<file path="src/rtl/cla_pkg.sv">
// Shared constants and elaboration helpers for the pipelined carry-lookahead adder.
package cla_pkg;

  localparam logic MODE_ADD = 1'b0;
  localparam logic MODE_SUB = 1'b1;

  function automatic int slice_width(input int width, input int pipe);
    return width / pipe;
  endfunction

  // Guarded so a PIPE of 0 never reaches the modulo.
  function automatic bit cfg_ok(input int width, input int pipe);
    if (pipe < 1 || pipe > width) return 1'b0;
    return (width % pipe) == 0;
  endfunction

endpackage

</file>
<file path="src/rtl/cla_pipe_adder_if.sv">
// Operand/result handshake bundle for cla_pipe_adder; slave is the adder side.
interface cla_pipe_adder_if #(parameter int WIDTH = 32);
  logic             i_valid;
  logic             o_ready;
  logic [WIDTH-1:0] i_add1;
  logic [WIDTH-1:0] i_add2;
  logic             i_cin;
  logic             i_sub;
  logic             o_valid;
  logic             i_ready;
  logic [WIDTH-1:0] o_result;
  logic             o_cout;
  logic             o_ovf;

  modport slave (
    input  i_valid, i_add1, i_add2, i_cin, i_sub, i_ready,
    output o_ready, o_valid, o_result, o_cout, o_ovf
  );

  modport master (
    output i_valid, i_add1, i_add2, i_cin, i_sub, i_ready,
    input  o_ready, o_valid, o_result, o_cout, o_ovf
  );
endinterface

</file>
<file path="src/rtl/cla_slice.sv">
// Single-cycle carry-lookahead unit for one SW-bit slice of the adder.
module cla_slice #(
  parameter int SW = 8
) (
  input  logic [SW-1:0] i_a,
  input  logic [SW-1:0] i_b,
  input  logic          i_cin,
  output logic [SW-1:0] o_sum,
  output logic          o_cout,
  output logic          o_c_msb_in
);

  logic [SW-1:0] w_g;
  logic [SW-1:0] w_p;
  logic [SW:0]   w_c;
  logic          w_term;

  assign w_g = i_a & i_b;
  assign w_p = i_a ^ i_b;

  // Each carry is the flat sum-of-products of generate/propagate terms, not a ripple chain.
  always_comb begin
    w_c    = '0;
    w_term = 1'b0;
    w_c[0] = i_cin;
    for (int i = 0; i < SW; i++) begin
      w_term = i_cin;
      for (int m = 0; m <= i; m++) w_term = w_term & w_p[m];
      w_c[i+1] = w_term;
      for (int j = 0; j <= i; j++) begin
        w_term = w_g[j];
        for (int m = j + 1; m <= i; m++) w_term = w_term & w_p[m];
        w_c[i+1] = w_c[i+1] | w_term;
      end
    end
  end

  assign o_sum      = w_p ^ w_c[SW-1:0];
  assign o_cout     = w_c[SW];
  assign o_c_msb_in = w_c[SW-1];

endmodule

</file>
<file path="src/rtl/cla_pipe_adder.sv">
// Pipelined CLA adder/subtractor: one slice per stage, carry registered between slices,
// whole pipe advances together and freezes when the output is stalled.
module cla_pipe_adder
  import cla_pkg::*;
#(
  parameter int WIDTH = 32,
  parameter int PIPE  = 4
) (
  input  logic            i_clk,
  input  logic            i_rst,
  cla_pipe_adder_if.slave io_bus
);

  localparam int SW = slice_width(WIDTH, PIPE);

  if (!cfg_ok(WIDTH, PIPE)) begin : g_cfg_err
    $error("cla_pipe_adder: PIPE must be >= 1 and divide WIDTH");
  end

  logic             w_adv;
  logic [WIDTH-1:0] w_a_in [PIPE];
  logic [WIDTH-1:0] w_b_in [PIPE];
  logic [WIDTH-1:0] w_s_in [PIPE];
  logic             w_c_in [PIPE];
  logic             w_v_in [PIPE];
  logic [SW-1:0]    w_sum  [PIPE];
  logic             w_co   [PIPE];
  logic             w_cm   [PIPE];

  logic [WIDTH-1:0] r_a [PIPE];
  logic [WIDTH-1:0] r_b [PIPE];
  logic [WIDTH-1:0] r_s [PIPE];
  logic             r_c [PIPE];
  logic             r_v [PIPE];
  logic             r_ovf;

  assign w_adv = ~r_v[PIPE-1] | io_bus.i_ready;

  // Operands shift right one slice per stage so the live slice is always at bit 0;
  // sums enter at the top and shift right, landing in place after the last stage.
  always_comb begin
    for (int k = 0; k < PIPE; k++) begin
      w_a_in[k] = '0;
      w_b_in[k] = '0;
      w_s_in[k] = '0;
      w_c_in[k] = 1'b0;
      w_v_in[k] = 1'b0;
    end
    w_a_in[0] = io_bus.i_add1;
    w_b_in[0] = io_bus.i_add2 ^ {WIDTH{io_bus.i_sub == MODE_SUB}};
    w_c_in[0] = (io_bus.i_sub == MODE_SUB) ? 1'b1 : io_bus.i_cin;
    w_v_in[0] = io_bus.i_valid;
    for (int k = 1; k < PIPE; k++) begin
      w_a_in[k] = r_a[k-1];
      w_b_in[k] = r_b[k-1];
      w_s_in[k] = r_s[k-1];
      w_c_in[k] = r_c[k-1];
      w_v_in[k] = r_v[k-1];
    end
  end

  for (genvar k = 0; k < PIPE; k++) begin : g_slice
    cla_slice #(.SW(SW)) u_slice (
      .i_a        (w_a_in[k][SW-1:0]),
      .i_b        (w_b_in[k][SW-1:0]),
      .i_cin      (w_c_in[k]),
      .o_sum      (w_sum[k]),
      .o_cout     (w_co[k]),
      .o_c_msb_in (w_cm[k])
    );
  end

  always_ff @(posedge i_clk) begin
    if (i_rst) begin
      for (int k = 0; k < PIPE; k++) begin
        r_v[k] <= 1'b0;
        r_s[k] <= '0;
        r_c[k] <= 1'b0;
      end
      r_ovf <= 1'b0;
    end else if (w_adv) begin
      for (int k = 0; k < PIPE; k++) begin
        r_v[k] <= w_v_in[k];
        r_a[k] <= w_a_in[k] >> SW;
        r_b[k] <= w_b_in[k] >> SW;
        r_s[k] <= (w_s_in[k] >> SW) | (WIDTH'(w_sum[k]) << (WIDTH - SW));
        r_c[k] <= w_co[k];
      end
      r_ovf <= w_co[PIPE-1] ^ w_cm[PIPE-1];
    end
  end

  assign io_bus.o_ready  = w_adv;
  assign io_bus.o_valid  = r_v[PIPE-1];
  assign io_bus.o_result = r_s[PIPE-1];
  assign io_bus.o_cout   = r_c[PIPE-1];
  assign io_bus.o_ovf    = r_ovf;

endmodule

</file>
<file path="src/flat_wrapper.sv">
// flat-port wrapper written by rule: the top's interface ports become plain ports
module cla_pipe_adder_flat import cla_pkg::*;
#(
  parameter int WIDTH = 32,
  parameter int PIPE  = 4
)
  (i_clk, i_rst, io_bus_i_valid, io_bus_i_add1, io_bus_i_add2, io_bus_i_cin, io_bus_i_sub, io_bus_i_ready, io_bus_o_ready, io_bus_o_valid, io_bus_o_result, io_bus_o_cout, io_bus_o_ovf);
  cla_pipe_adder_if #(.WIDTH(WIDTH)) io_bus_i ();
  input  logic i_clk;
  input  logic i_rst;
  input wire logic [$bits(io_bus_i.i_valid)-1:0] io_bus_i_valid;
  input wire logic [$bits(io_bus_i.i_add1)-1:0] io_bus_i_add1;
  input wire logic [$bits(io_bus_i.i_add2)-1:0] io_bus_i_add2;
  input wire logic [$bits(io_bus_i.i_cin)-1:0] io_bus_i_cin;
  input wire logic [$bits(io_bus_i.i_sub)-1:0] io_bus_i_sub;
  input wire logic [$bits(io_bus_i.i_ready)-1:0] io_bus_i_ready;
  output wire logic [$bits(io_bus_i.o_ready)-1:0] io_bus_o_ready;
  output wire logic [$bits(io_bus_i.o_valid)-1:0] io_bus_o_valid;
  output wire logic [$bits(io_bus_i.o_result)-1:0] io_bus_o_result;
  output wire logic [$bits(io_bus_i.o_cout)-1:0] io_bus_o_cout;
  output wire logic [$bits(io_bus_i.o_ovf)-1:0] io_bus_o_ovf;
  assign io_bus_i.i_valid = io_bus_i_valid;
  assign io_bus_i.i_add1 = io_bus_i_add1;
  assign io_bus_i.i_add2 = io_bus_i_add2;
  assign io_bus_i.i_cin = io_bus_i_cin;
  assign io_bus_i.i_sub = io_bus_i_sub;
  assign io_bus_i.i_ready = io_bus_i_ready;
  assign io_bus_o_ready = io_bus_i.o_ready;
  assign io_bus_o_valid = io_bus_i.o_valid;
  assign io_bus_o_result = io_bus_i.o_result;
  assign io_bus_o_cout = io_bus_i.o_cout;
  assign io_bus_o_ovf = io_bus_i.o_ovf;
  cla_pipe_adder #(.WIDTH(WIDTH), .PIPE(PIPE)) u_core (.i_clk(i_clk), .i_rst(i_rst), .io_bus(io_bus_i));
endmodule
</file>
<file path="config.mk">
export PLATFORM = sky130hd
export DESIGN_NAME = cla_pipe_adder_flat
export DESIGN_NICKNAME = d
export VERILOG_FILES = /design/src/rtl/cla_pkg.sv /design/src/rtl/cla_pipe_adder_if.sv /design/src/rtl/cla_slice.sv /design/src/rtl/cla_pipe_adder.sv /design/src/flat_wrapper.sv
export SDC_FILE = /design/constraint.sdc
export NUM_CORES = 1
export LEC_CHECK = 0
export CELL_PAD_IN_SITES_DETAIL_PLACEMENT = 0
export CELL_PAD_IN_SITES_GLOBAL_PLACEMENT = 1
export CORE_UTILIZATION = 47
export CTS_CLUSTER_SIZE = 14
export DETAILED_ROUTE_END_ITERATION = 10
export GPL_TIMING_DRIVEN = 0
export HOLD_SLACK_MARGIN = 0.15
export PLACE_DENSITY = 0.77
export SLEW_MARGIN = 20
export SYNTH_ARGS = -nofsm -noshare
export SYNTH_HDL_FRONTEND = slang
export SYNTH_HIERARCHICAL = 1
export SYNTH_SLANG_ARGS = --single-unit
</file>
<file path="constraint.sdc">
create_clock -name i_clk -period 7.85 [get_ports i_clk]
set_clock_uncertainty 0.2 [all_clocks]
set_input_delay 1.57 -clock i_clk [delete_from_list [all_inputs] [get_ports i_clk]]
set_output_delay 1.57 -clock i_clk [all_outputs]
set_load 0.01 [all_outputs]
</file>
# Word level (Yosys, flattened, before mapping)
# Memory sizes are Yosys's and may differ from the RTL's.
# Cells that the tools add are included.
# word_totals
ff_bits	1
ramBits	328
in_bits	70
output_inout_bits	36
elab_cells	343
mem_count	5
# op_classes
n_mux	18
bitwise	319
# mem_list
memory	words	word_bits	rd	rd_ports_with_merged_regs	wr	line	rtl
u_core.r_s	4	32	4	0	4	cla_pipe_adder.sv:32	logic [WIDTH-1:0] r_s [PIPE];
u_core.r_a	4	24	3	0	4	cla_pipe_adder.sv:30	logic [WIDTH-1:0] r_a [PIPE];
u_core.r_b	4	24	3	0	4	cla_pipe_adder.sv:31	logic [WIDTH-1:0] r_b [PIPE];
u_core.r_c	4	1	4	0	4	cla_pipe_adder.sv:33	logic r_c [PIPE];
u_core.r_v	4	1	4	0	4	cla_pipe_adder.sv:34	logic r_v [PIPE];
# op_table
cell	n
OR 1 bit	157
bitwise AND 1 bit	144
2-to-1 mux 32 bit	4
OR 24 x 32 -> 32 bit	3
bitwise XOR 8 bit	8
bitwise AND 8 bit	4
bitwise XOR 32 bit	1
2-to-1 mux 1 bit	14
inverter 1 bit	1
bitwise XOR 1 bit	1

# Longest topological paths before layout
# Gate-level depths: netlist (run 1).
# logic_depth
word_depth	19
depth_mapped	10

# Cells and area by module
# The synthesis (run 1) kept the hierarchy.
# modules_own_cells
mod	n_inst	cells_each	area_each_um2	seq_area_each_um2
cla_pipe_adder	1	337	6769.0	5545.3
cla_slice	4	40	346.6	0.0

# Worst setup path before layout (run 1)
# No wires, ideal clock.
# synth_path
path_type	input to register
start	in i_rst
end	mem u_core/r_a[0][0] (netlist name) (enable)
setup_ns	0.552
arrival_ns	5.916
t_required_ns	7.098
setup_slack_ns	1.182
path_stages	3
path_buffers	2
cell_sequence	clkbuf_2 -> buf_2 -> nor2_1
# synth_lines
item	line	rtl
start, declared	flat_wrapper.sv:10	input logic i_rst;
end, declared	cla_pipe_adder.sv:30	

# Worst setup path in the final report (run 1)
# layout_path
start	in io_bus_i_ready
end	out io_bus_o_ready
# layout_via
elab_chain_cells	1
# layout_rtl
item	line	rtl
start, declared	flat_wrapper.sv:16	input wire logic [$bits(io_bus_i.i_ready)-1:0] io_bus_i_ready;
OR 1 bit	cla_pipe_adder.sv:37	assign w_adv = ~r_v[PIPE-1] | io_bus.i_ready;
end, declared	flat_wrapper.sv:17	output wire logic [$bits(io_bus_i.o_ready)-1:0] io_bus_o_ready;
# No other way between the ends.

==> results.md, run 1 <==
* IO Port Bufs at roughly 100
* Most used cells in the layout excluding fill and tap cells: 184 x sky130_fd_sc_hd__edfxtp_1, 103 x sky130_fd_sc_hd__clkdlybuf4s50_1, 89 x sky130_fd_sc_hd__nor3b_1
* Via count of the first global-routing pass at roughly 4200
* Status: finished, final reports clean
* First-pass iteration count of the detailed router at 4
* Clock tree from TritonCTS: yes
* Slowest library cell on the worst path: sky130_fd_sc_hd__clkdlybuf4s50_1
* Number of buffers added to fix hold violations after cts at 0
* Unrepaired setup endpoints after global routing: no
* Final sum of negative setup slack at 0 ns
* Highest cell delay on the worst timing path at roughly 0.54 ns
* Summed instance area of the synthesized netlist at about 8100 um2
* Total global routing track utilization at between 10% and 20%
* First-pass GRT wire length at between 20000 and 25000 um
* Floorplan die area at between 15000 and 20000 um2
* Non-Filler Cell Area, Final at between 10000 and 15000 um2
* Combinational share of power at 13.3%
* Number of buffers created by CTS at 17
* Post-route ant nets at 0
* Final Max Slew Viols at 0
* Routed len/inst at roughly 15 um
* Area added between synthesis and finish at 25.0%
* Number of nets at the end of the flow at 730
* Fraction of final layout cells with drive strength greater than 1 at ~11%
* Largest net degree at the start of global routing at 46
* Commonest non-fill, non-tap cell in the layout: sky130_fd_sc_hd__edfxtp_1
* Initial Utilization at between 40% and 50%
* Area after DPL at between 9000 and 10000 um2
* Slew at the pin closest to its max-slew limit at 0.715 ns
* Max-Cap Viols at 0
* Overflow after GRT at 0
* Clock Sink Count at approximately 190
* Detailed-route DRC error count at 0
* Vias post-DR at 4191
* Initial antenna violation count at 0
* Fraction of power spent switching nets at between 20% and 30%
* H-tree level count at 4
* Number of violations reported at the end of detailed-routing iteration 0 at 283
* Die Wd at approximately 130 um
* Die height at between 100 and 150 um
* Power per Cell Area at approximately 240 nW/um2
* CP arrival at 3.05 ns
* Total routed wirelength at about 13000 um
* Critical path start-end classification: in2out
* Internal at 1.87 mW
* Per-cell via count in the routed design at ~4.9
* Total of endpoints with negative setup slack in the final report at 0
* Yosys synthesis warning count at 6
* IO Count at between 100 and 150
* Post-CTS clock slew at the launch and capture registers of the worst setup and hold paths at 0.07 ns
* Net switching component of the power at approximately 530 uW
* Smallest hold slack at 0.217 ns
* CTS root buffer: sky130_fd_sc_hd__clkbuf_16
* Number of placement rows at 47
* Core region area at around 17000 um2
* Number of setup buffers added after CTS at 0
* Critical-path cell list: clkdlybuf4s50_1 > nor2b_4 > buf_12 > buf_12 > inv_2 > clkdlybuf4s50_1
* RD Place Congestion at 0.759
* Cells resized by post-CTS repair at 0
* Max-Slew Margin vs Limit at 52.2%
* IR drop worst, VDD at 0.153 mV
* Number of cells produced by synthesis at slightly below 500
* CTS Buffer Depth at 2
* Clock latency of the later-clocked register in the worst-skew pair at around 0.43 ns
* Tmin final at 4.82 ns
* Detailed-placement wirelength estimate at a little over 9000 um
* Fmax at 0.208 GHz
* Critical Path Start Type: input port
* Share of total power in sequential cells at between 50% and 60%
* Final-report hold violation count at 0
* Crit path capture type: output port
* Class of the tightest hold or removal check: reg2reg
* Leakage at between 3 and 4 nW
* Part of the cycle the worst path needs at 61.4%
* Antenna Cells at 0
* Syn_nets at between 600 and 700
* CP Max Fanout at 10
* Synthesized area per cell at ~16 um2
* Proportion of power drawn by the clock network at between 30% and 40%
* Required time of the critical path at around 6 ns
state kept, by name, summed over array words and instances, names as in the netlist:
signal,count
u_core/r_s,80
u_core/r_a,48
u_core/r_b,48
u_core/r_c,4
u_core/r_v,4
u_core/io_bus.o_ovf,1
through the flow:
step	power, mW	util (%)	setup slack, ns	instances
floorplan	1.43	-	1.18	494
global placement	1.54	56.4	-0.664	817
detailed placement	1.55	57.0	3.02	821
CTS	2.43	60.7	3.02	853
global route	2.51	60.7	3.01	853
finish	2.40	60.7	3.03	853
final cells by class:
class                           count  area (um2)
Clock buffer                       17         425
Multi-Input combinational cell    263        2310
Sequential cell                   185        5550
Clock inverter                     15         195
Inverter                           22        82.6
Fill cell                        1265        6580
Timing Repair Buffer              107        1130
Buffer                             24         219
Tap cell                          220         275
metal layers:
| metal | vias up | track usage [%] | wire length (um) |
|---|---|---|---|
| met2 | 109 | 25.3 | 6240 |
| met3 | 21 | 4.22 | 518 |
| met4 | 0 | 6.82 | 260 |
| li1 | 2093 | - | - |
| met1 | 1968 | 19.7 | 5740 |
| met5 | - | 0 | 0 |
final timing paths:
check | startpoint | slack [ns] | depth (start not counted) | endpoint
setup / recovery | io_bus_i_ready | 3.03 | 6 | io_bus_o_ready
hold / removal | u_core/r_b[0][15]$_DFFE_PP_ | 0.22 | 0 | u_core/r_b[1][7]$_DFFE_PP_
setup reg to reg | u_core/r_a[0][0]$_DFFE_PP_ | 5.31 | 7 | u_core/r_s[1][29]$_SDFFCE_PN0P_
hold reg to reg | u_core/r_b[0][15]$_DFFE_PP_ | 0.22 | 0 | u_core/r_b[1][7]$_DFFE_PP_
power groups by stage:
stage,registers [mW],clock network (mW),logic (mW)
after detailed placement,1.23,0,0.320
after global routing,1.22,0.943,0.350
final,1.21,0.875,0.319
after global placement,1.23,0,0.305
after floorplan,1.24,0,0.192
after CTS,1.21,0.900,0.323
critical path: cells and delay by family:
family | cells | cell delay, ns
AND/OR/NAND/NOR | 1 | 0.06
buffers and inverters | 5 | 1.42
No activity file was read; power rests on OpenSTA's default activity.
==> run 2: changes to the inputs <==
==> constraint.sdc (replaced) <==
create_clock -name i_clk -period 4.9 [get_ports i_clk]
set_clock_uncertainty 0.2 [all_clocks]
set_input_delay 0.98 -clock i_clk [delete_from_list [all_inputs] [get_ports i_clk]]
set_output_delay 0.98 -clock i_clk [all_outputs]
set_load 0.01 [all_outputs]
==> run 2 against run 1 <==
  * Design area shrank 0.12%
  * Highest routed layer unchanged
  * Largest power group unchanged
  * Worst setup slack lost 1.8 ns
  * Total power rose by 60%
  * Sequential share of layout area is 0.068 points higher
  * Sequential power grew 60%
  * Critical path type unchanged
  * First-iteration DRC count is 13% lower
  * Clock power up 59%
==> results.md, run 2 (synthesis results as in run 1) <==
* Final Max Slew Viols at 0 (unchanged)
* Via count of the first global-routing pass at 4166 (-1.5%)
* Vias post-DR at 4190 (-0.024%)
* CTS root buffer: sky130_fd_sc_hd__clkbuf_16
* RD Place Congestion at 0.744 (-2.0%)
* Routed length on met2 at 5930 um (-5.0%)
* Antenna Cells at 0 (unchanged)
* Slack of the worst reg-to-reg path at 2.39 ns (-2.92 ns)
* Clock tree from TritonCTS: yes
* Reg-to-reg critical path endpoint: u_core/r_b[0][20]$_DFFE_PP_
* Part of the cycle the worst path needs at between 70% and 80%
* IO Port Bufs at 103 (unchanged)
* Flip-flop count of the largest register, all copies and words added at 80 (unchanged)
* Combinational share of power at 13.2% (about the same)
* Routed length on met1 at 5810 um (+1.2%)
* Crit path capture type: output port
* Post-CTS clock slew at the launch and capture registers of the worst setup and hold paths at 0.07 ns (about the same)
* IO Count at 106 (unchanged)
* Floorplan die area at 17900 um2 (unchanged)
* Slew at the pin closest to its max-slew limit at 0.683 ns (-0.0322 ns)
* Number of nets at the end of the flow at 730 (unchanged)
* Tmin final at between 3 and 4 ns
* Leakage at 3.84 nW (about the same)
* Destination of the worst hold path: u_core/r_a[1][0]$_DFFE_PP_
* Total of endpoints with negative setup slack in the final report at 0 (unchanged)
* Commonest non-fill, non-tap cell in the layout: sky130_fd_sc_hd__edfxtp_1
* Unrepaired setup endpoints after global routing: no
* CP Max Fanout at 10 (unchanged)
* Met3 WL post-DR at 496 um (-4.2%)
* Cell count after placement at 821 (unchanged)
* Total global routing track utilization at 15.1% (-0.49 points)
* IR drop worst, VDD at 0.288 mV (+88%)
* Most used cells in the layout excluding fill and tap cells: 184 x sky130_fd_sc_hd__edfxtp_1, 103 x sky130_fd_sc_hd__clkdlybuf4s50_1, 89 x sky130_fd_sc_hd__nor3b_1
* Number of violations reported at the end of detailed-routing iteration 0 at 247 (-13%)
* Core region area at 16800 um2 (unchanged)
* Cells resized by post-CTS repair at 0 (unchanged)
* Fraction of final layout cells with drive strength greater than 1 at 11.2% (+0.16 points)
* Highest cell delay on the worst timing path at 0.54 ns (about the same)
* Highest metal layer with signal wires: met4
* H-tree level count at 4 (unchanged)
* CTS Buffer Depth at 2 (unchanged)
* Net switching component of the power at 842 uW (+58%)
* Fmax at between 0.2 and 0.3 GHz
* Initial antenna violation count at 0 (unchanged)
* Worst Path Buf+Inv at 5 (unchanged)
* Number of setup buffers added after CTS at 0 (unchanged)
* Biggest regs: u_core/r_s (80), u_core/r_a (48), u_core/r_b (48)
* Critical-path cell list: clkdlybuf4s50_1 > nor2b_4 > buf_12 > buf_12 > inv_2 > clkdlybuf4s50_1
* Detailed-route DRC error count at 0 (unchanged)
* CP arrival at 2.46 ns (-0.59 ns)
* Class of the tightest hold or removal check: reg2reg
* Max-Slew Margin vs Limit at 54.5% (+2.3 points)
* Cell depth of the worst flop-to-flop path at 7 (unchanged)
* Clock latency of the later-clocked register in the worst-skew pair at 0.42 ns (about the same)
* Area added between synthesis and finish at 24.8%
* Fraction of power spent switching nets at 21.9% (-0.22 points)
* Initial Utilization at 48.6% (unchanged)
* Total routed wirelength at 12400 um (-2.5%)
* Reg-to-Reg Start: u_core/r_v[3]$_DFFE_PP_
* Critical Path Start Type: input port
* Max-Cap Viols at 0 (unchanged)
* Number of buffers added to fix hold violations after cts at 0 (unchanged)
* Clock Sink Count at 185 (unchanged)
* Post-route ant nets at 0 (unchanged)
* Proportion of power drawn by the clock network at 36.3% (about the same)
* Routed len/inst at 14.6 um (-2.5%)
* Fillcell total at 1272 (+0.55%)
* Slowest library cell on the worst path: sky130_fd_sc_hd__clkdlybuf4s50_1
* Critical path start-end classification: in2out
* Biggest register: u_core/r_s
* Number of buffers created by CTS at 17 (unchanged)
* Die height at 134 um (unchanged)
* Share of total power in sequential cells at 50.5% (+0.2 points)
* Number of placement rows at 47 (unchanged)
* Largest net degree at the start of global routing at 50 (+8.7%)
* Smallest hold slack at 0.216 ns (-0.000402 ns)
* Status: finished, final reports clean
* Die Wd at 134 um (unchanged)
* Overflow after GRT at 0 (unchanged)
* Post-placement setup slack at 1.20 ns (-1.82 ns)
* Launch instance of the worst min-delay path: u_core/r_a[0][8]$_DFFE_PP_
* Final-report hold violation count at 0 (unchanged)
* First-pass GRT wire length at 20100 um (-3.2%)
* Final cell count without fillers at 853 (unchanged)
* First-pass iteration count of the detailed router at 4 (unchanged)
* Required time of the critical path at 3.72 ns (-2.36 ns)
* Internal at 3.00 mW (+60%)
* Setup WS post-layout at 1.26 ns (-1.78 ns)
* Power per Cell Area at 378 nW/um2 (+60%)
* Detailed-placement wirelength estimate at 8990 um (-1.3%)
* Per-cell via count in the routed design at 4.91 (about the same)
* Depth of the worst hold-timing path at 0 (unchanged)
* Top cell family by delay on the critical path: buffers and inverters
* Total power consumption of the routed design at 3.84 mW (+60%)
run 2: cell types whose count changed in the layout (fill, tap and decap cells not counted), sizes merged:
cell,change
inv,+2
clkinvlp,-1
clkinv,-1
run 2: final cells by class:
type | count | area (um2) | area share, %
clock buffers | 17 | 425 | 4.19
multi-input cells | 263 | 2310 | 22.7
inverters | 22 | 82.6 | 0.812
clock inverters | 15 | 190 | 1.87
plain buffers | 24 | 219 | 2.15
flip-flops and latches | 185 | 5550 | 54.6
well taps | 220 | 275 | 2.71
repair buffers | 107 | 1120 | 11.0
run 2: power by group through the flow:
stage	clock (mW)	sequential [mW]	combinational, mW
CTS	1.43	1.94	0.515
finish	1.39	1.94	0.509
detailed placement	0	1.97	0.510
global route	1.50	1.95	0.558
floorplan	0	1.98	0.307
global placement	0	1.97	0.489
run 2: layer usage:
layer	global-route usage (%)	vias to the layer above
met1	19.0	1968
met3	4.87	15
li1	-	2108
met5	0	-
met2	24.2	99
met4	6.06	0
run 2: worst register-to-register path: cells and delay by family, from the launching register on:
| kind | cells | cell delay (ns) |
|---|---|---|
| buf+inv | 5 | 1.01 |
| flops | 1 | 0.42 |
| simple gates | 2 | 0.57 |
run 2: worst max path at each step:
stage                startpoint                              end  slack, ns  cells past startpoint
3_3_place_gp     io_bus_i_ready       u_core/r_a[0][0]$_DFFE_PP_      -0.91                      5
4_1_cts          io_bus_i_ready                   io_bus_o_ready       1.24                      6
6_report         io_bus_i_ready                   io_bus_o_ready       1.26                      6
5_1_grt          io_bus_i_ready                   io_bus_o_ready       1.23                      6
3_5_place_dp   io_bus_i_add2[0]  u_core/r_s[0][30]$_SDFFCE_PN0P_       1.20                      9
2_1_floorplan             i_rst       u_core/r_a[0][0]$_DFFE_PP_       0.44                      3
run 2: stage by stage:
stage | cell area, um2 | util, % | setup TNS [ns]
2_1_floorplan | 8150 | - | 0
6_report | 10200 | 60.6 | 0
3_3_place_gp | 9450 | 56.4 | -92.10
3_5_place_dp | 9550 | 57.0 | 0
5_1_grt | 10200 | 60.6 | 0
4_1_cts | 10200 | 60.6 | 0
==> run 3: changes to the inputs <==
==> constraint.sdc (replaced) <==
create_clock -name i_clk -period 3.45 [get_ports i_clk]
set_clock_uncertainty 0.2 [all_clocks]
set_input_delay 0.69 -clock i_clk [delete_from_list [all_inputs] [get_ports i_clk]]
set_output_delay 0.69 -clock i_clk [all_outputs]
set_load 0.01 [all_outputs]
==> run 3 against run 2 <==
  * Final cell count is 0.12% higher
  * Combinational power increased by 44%
  * Critical endpoint unchanged
  * Critical path type unchanged
  * Clock power increased by 45%
  * Highest routed layer unchanged
  * Sequential power is 42% higher
==> results.md, run 3 (synthesis results as in run 1) <==
* Clock Sink Count at 185 (unchanged)
* Setup WS post-layout at 0.381 ns (-0.876 ns)
* Number of nets at the end of the flow at 732 (+0.27%)
* Class of the tightest hold or removal check: reg2reg
* Part of the cycle the worst path needs at about nine tenths
* Commonest non-fill, non-tap cell in the layout: sky130_fd_sc_hd__edfxtp_1
* Largest net degree at the start of global routing at 51 (+2.0%)
* Number of placement rows at 47 (unchanged)
* IO Count at 106 (unchanged)
* Detailed-placement wirelength estimate at 9250 um (+2.9%)
* Vias post-DR at 4200 (+0.24%)
* Post-route ant nets at 0 (unchanged)
* Leakage at 3.86 nW (+0.56%)
* Non-Filler Cell Area, Final at 10200 um2 (+0.62%)
* Final cell count without fillers at 854 (+0.12%)
* Crit path capture type: output port
* Detailed-route DRC error count at 0 (unchanged)
* Total power consumption of the routed design at 5.51 mW (+43%)
* Critical-path cell list: clkdlybuf4s50_1 > nor2b_4 > buf_12 > buf_12 > inv_2 > clkdlybuf4s50_1
* RD Place Congestion at 0.756 (+1.7%)
* Required time of the critical path at 2.56 ns (-1.16 ns)
* Fraction of final layout cells with drive strength greater than 1 at 11.2% (-0.018 points)
* CP Max Fanout at 10 (unchanged)
* Total routed wirelength at 12900 um (+3.8%)
* Fillcell total at 1272 (unchanged)
* Tmin final at approximately 3.1 ns
* CTS Buffer Depth at 2 (unchanged)
* Reg area at 5550 um2 (unchanged)
* Per-cell via count in the routed design at 4.92 (+0.12%)
* Power per Cell Area at 538 nW/um2 (+42%)
* Overflow after GRT at 0 (unchanged)
* Clock tree from TritonCTS: yes
* Antenna Cells at 0 (unchanged)
* Critical Path Start Type: input port
* Smallest hold slack at 0.216 ns (+0.0000690 ns)
* Number of violations reported at the end of detailed-routing iteration 0 at 174 (-30%)
* Floorplan die area at 17900 um2 (unchanged)
* Total of endpoints with negative setup slack in the final report at 0 (unchanged)
* Max-Slew Margin vs Limit at 52.9% (-1.6 points)
* Max-Cap Viols at 0 (unchanged)
* Highest cell delay on the worst timing path at 0.54 ns (about the same)
* Biggest register: u_core/r_s
* Die height at 134 um (unchanged)
* Number of setup buffers added after CTS at 0 (unchanged)
* Total global routing track utilization at 15.9% (+0.78 points)
* Final-report hold violation count at 0 (unchanged)
* Slew at the pin closest to its max-slew limit at 0.707 ns (+0.0240 ns)
* Multi-input gate area at 2310 um2 (unchanged)
* Most used cells in the layout excluding fill and tap cells: 184 x sky130_fd_sc_hd__edfxtp_1, 103 x sky130_fd_sc_hd__clkdlybuf4s50_1, 89 x sky130_fd_sc_hd__nor3b_1
* Initial antenna violation count at 0 (unchanged)
* Routed length on met1 at 6030 um (+3.8%)
* Area added between synthesis and finish at 25.6%
* CP arrival at 2.18 ns (-0.28 ns)
* Final Max Slew Viols at 0 (unchanged)
* Status: finished, final reports clean
* Unrepaired setup endpoints after global routing: no
* Slowest library cell on the worst path: sky130_fd_sc_hd__clkdlybuf4s50_1
* Met3 WL post-DR at 511 um (+3.0%)
* Routed len/inst at 15.1 um (+3.7%)
* Post-CTS clock slew at the launch and capture registers of the worst setup and hold paths at 0.07 ns (about the same)
* Initial Utilization at 48.6% (unchanged)
* Fmax at 0.326 GHz
* First-pass iteration count of the detailed router at 4 (unchanged)
* H-tree level count at 4 (unchanged)
* Core region area at 16800 um2 (unchanged)
* Cell count after placement at 823 (+0.24%)
* Flip-flop count of the largest register, all copies and words added at 80 (unchanged)
* Area after DPL at 9610 um2 (+0.60%)
* First-pass GRT wire length at 21500 um (+6.5%)
* Clock latency of the later-clocked register in the worst-skew pair at 0.42 ns (about the same)
* Number of buffers created by CTS at 17 (unchanged)
* IO Port Bufs at 103 (unchanged)
* CTS root buffer: sky130_fd_sc_hd__clkbuf_16
* Highest metal layer with signal wires: met4
* Critical path start-end classification: in2out
* Die Wd at 134 um (unchanged)
* Post-placement setup slack at 0.0235 ns (-1.17 ns)
* Top cell family by delay on the critical path: buffers and inverters
* Cells resized by post-CTS repair at 0 (unchanged)
* Biggest regs: u_core/r_s (80), u_core/r_a (48), u_core/r_b (48)
* Routed length on met2 at 6240 um (+5.3%)
* Worst Path Buf+Inv at 5 (unchanged)
* Number of buffers added to fix hold violations after cts at 0 (unchanged)
* Via count of the first global-routing pass at 4341 (+4.2%)
* IR drop worst, VDD at 0.343 mV (+19%)
==> run 3: changes by cell type in the layout (fill, tap and decap cells not counted), sizes merged <==
cell,delta
bufinv,+1
clkinvlp,+1
clkinv,-1
inv,-3
buf,+2
clkbuf,+1
==> run 3: final timing paths <==
| path | startpoint | to | slack (ns) | cells past startpoint |
|---|---|---|---|---|
| worst max-delay path | io_bus_i_ready | io_bus_o_ready | 0.38 | 6 |
| worst min-delay path | u_core/r_a[0][9]$_DFFE_PP_ | u_core/r_a[1][1]$_DFFE_PP_ | 0.22 | 0 |
| worst max register to register | u_core/r_v[3]$_DFFE_PP_ | u_core/r_a[0][1]$_DFFE_PP_ | 0.77 | 9 |
| worst min register to register | u_core/r_a[0][9]$_DFFE_PP_ | u_core/r_a[1][1]$_DFFE_PP_ | 0.22 | 0 |
==> run 3: final cells by class <==
class | count | area share, %
multi-input cells | 263 | 22.6
well taps | 220 | 2.69
clock inverters | 13 | 1.87
repair buffers | 109 | 11.5
flip-flops and latches | 185 | 54.2
inverters | 22 | 0.807
plain buffers | 24 | 2.14
clock buffers | 18 | 4.20
==> run 3: metrics by stage <==
stage | setup TNS [ns] | util, %
final | 0 | 61.0
after global routing | 0 | 61.0
after CTS | 0 | 61.0
after detailed placement | 0 | 57.3
after global placement | -79.90 | 56.4
after floorplan | 0 | -
==> run 3: worst reg2reg max path, stage by stage, from the launching register on <==
cell and delay, ns:
sky130_fd_sc_hd__edfxtp_1 0.42, sky130_fd_sc_hd__nor2b_4 0.16, sky130_fd_sc_hd__buf_12 0.15, sky130_fd_sc_hd__clkbuf_8 0.17
sky130_fd_sc_hd__nor2_4 0.35, sky130_fd_sc_hd__buf_16 0.21, sky130_fd_sc_hd__buf_8 0.17, sky130_fd_sc_hd__buf_16 0.18
sky130_fd_sc_hd__buf_16 0.19, sky130_fd_sc_hd__buf_16 0.17
==> run 3: routing by layer <==
layer / vias up / track usage, %
met5: - / 0
met4: 0 / 4.80
met3: 12 / 4.07
met2: 98 / 25.9
met1: 1989 / 21.0
li1: 2101 / -
==> run 3: power breakdown <==
part / switching (mW) / leakage [nW] / internal [mW]
clock: 0.800 / 0.293 / 1.22
combinational: 0.328 / 1.58 / 0.405
sequential: 0.0525 / 1.99 / 2.71
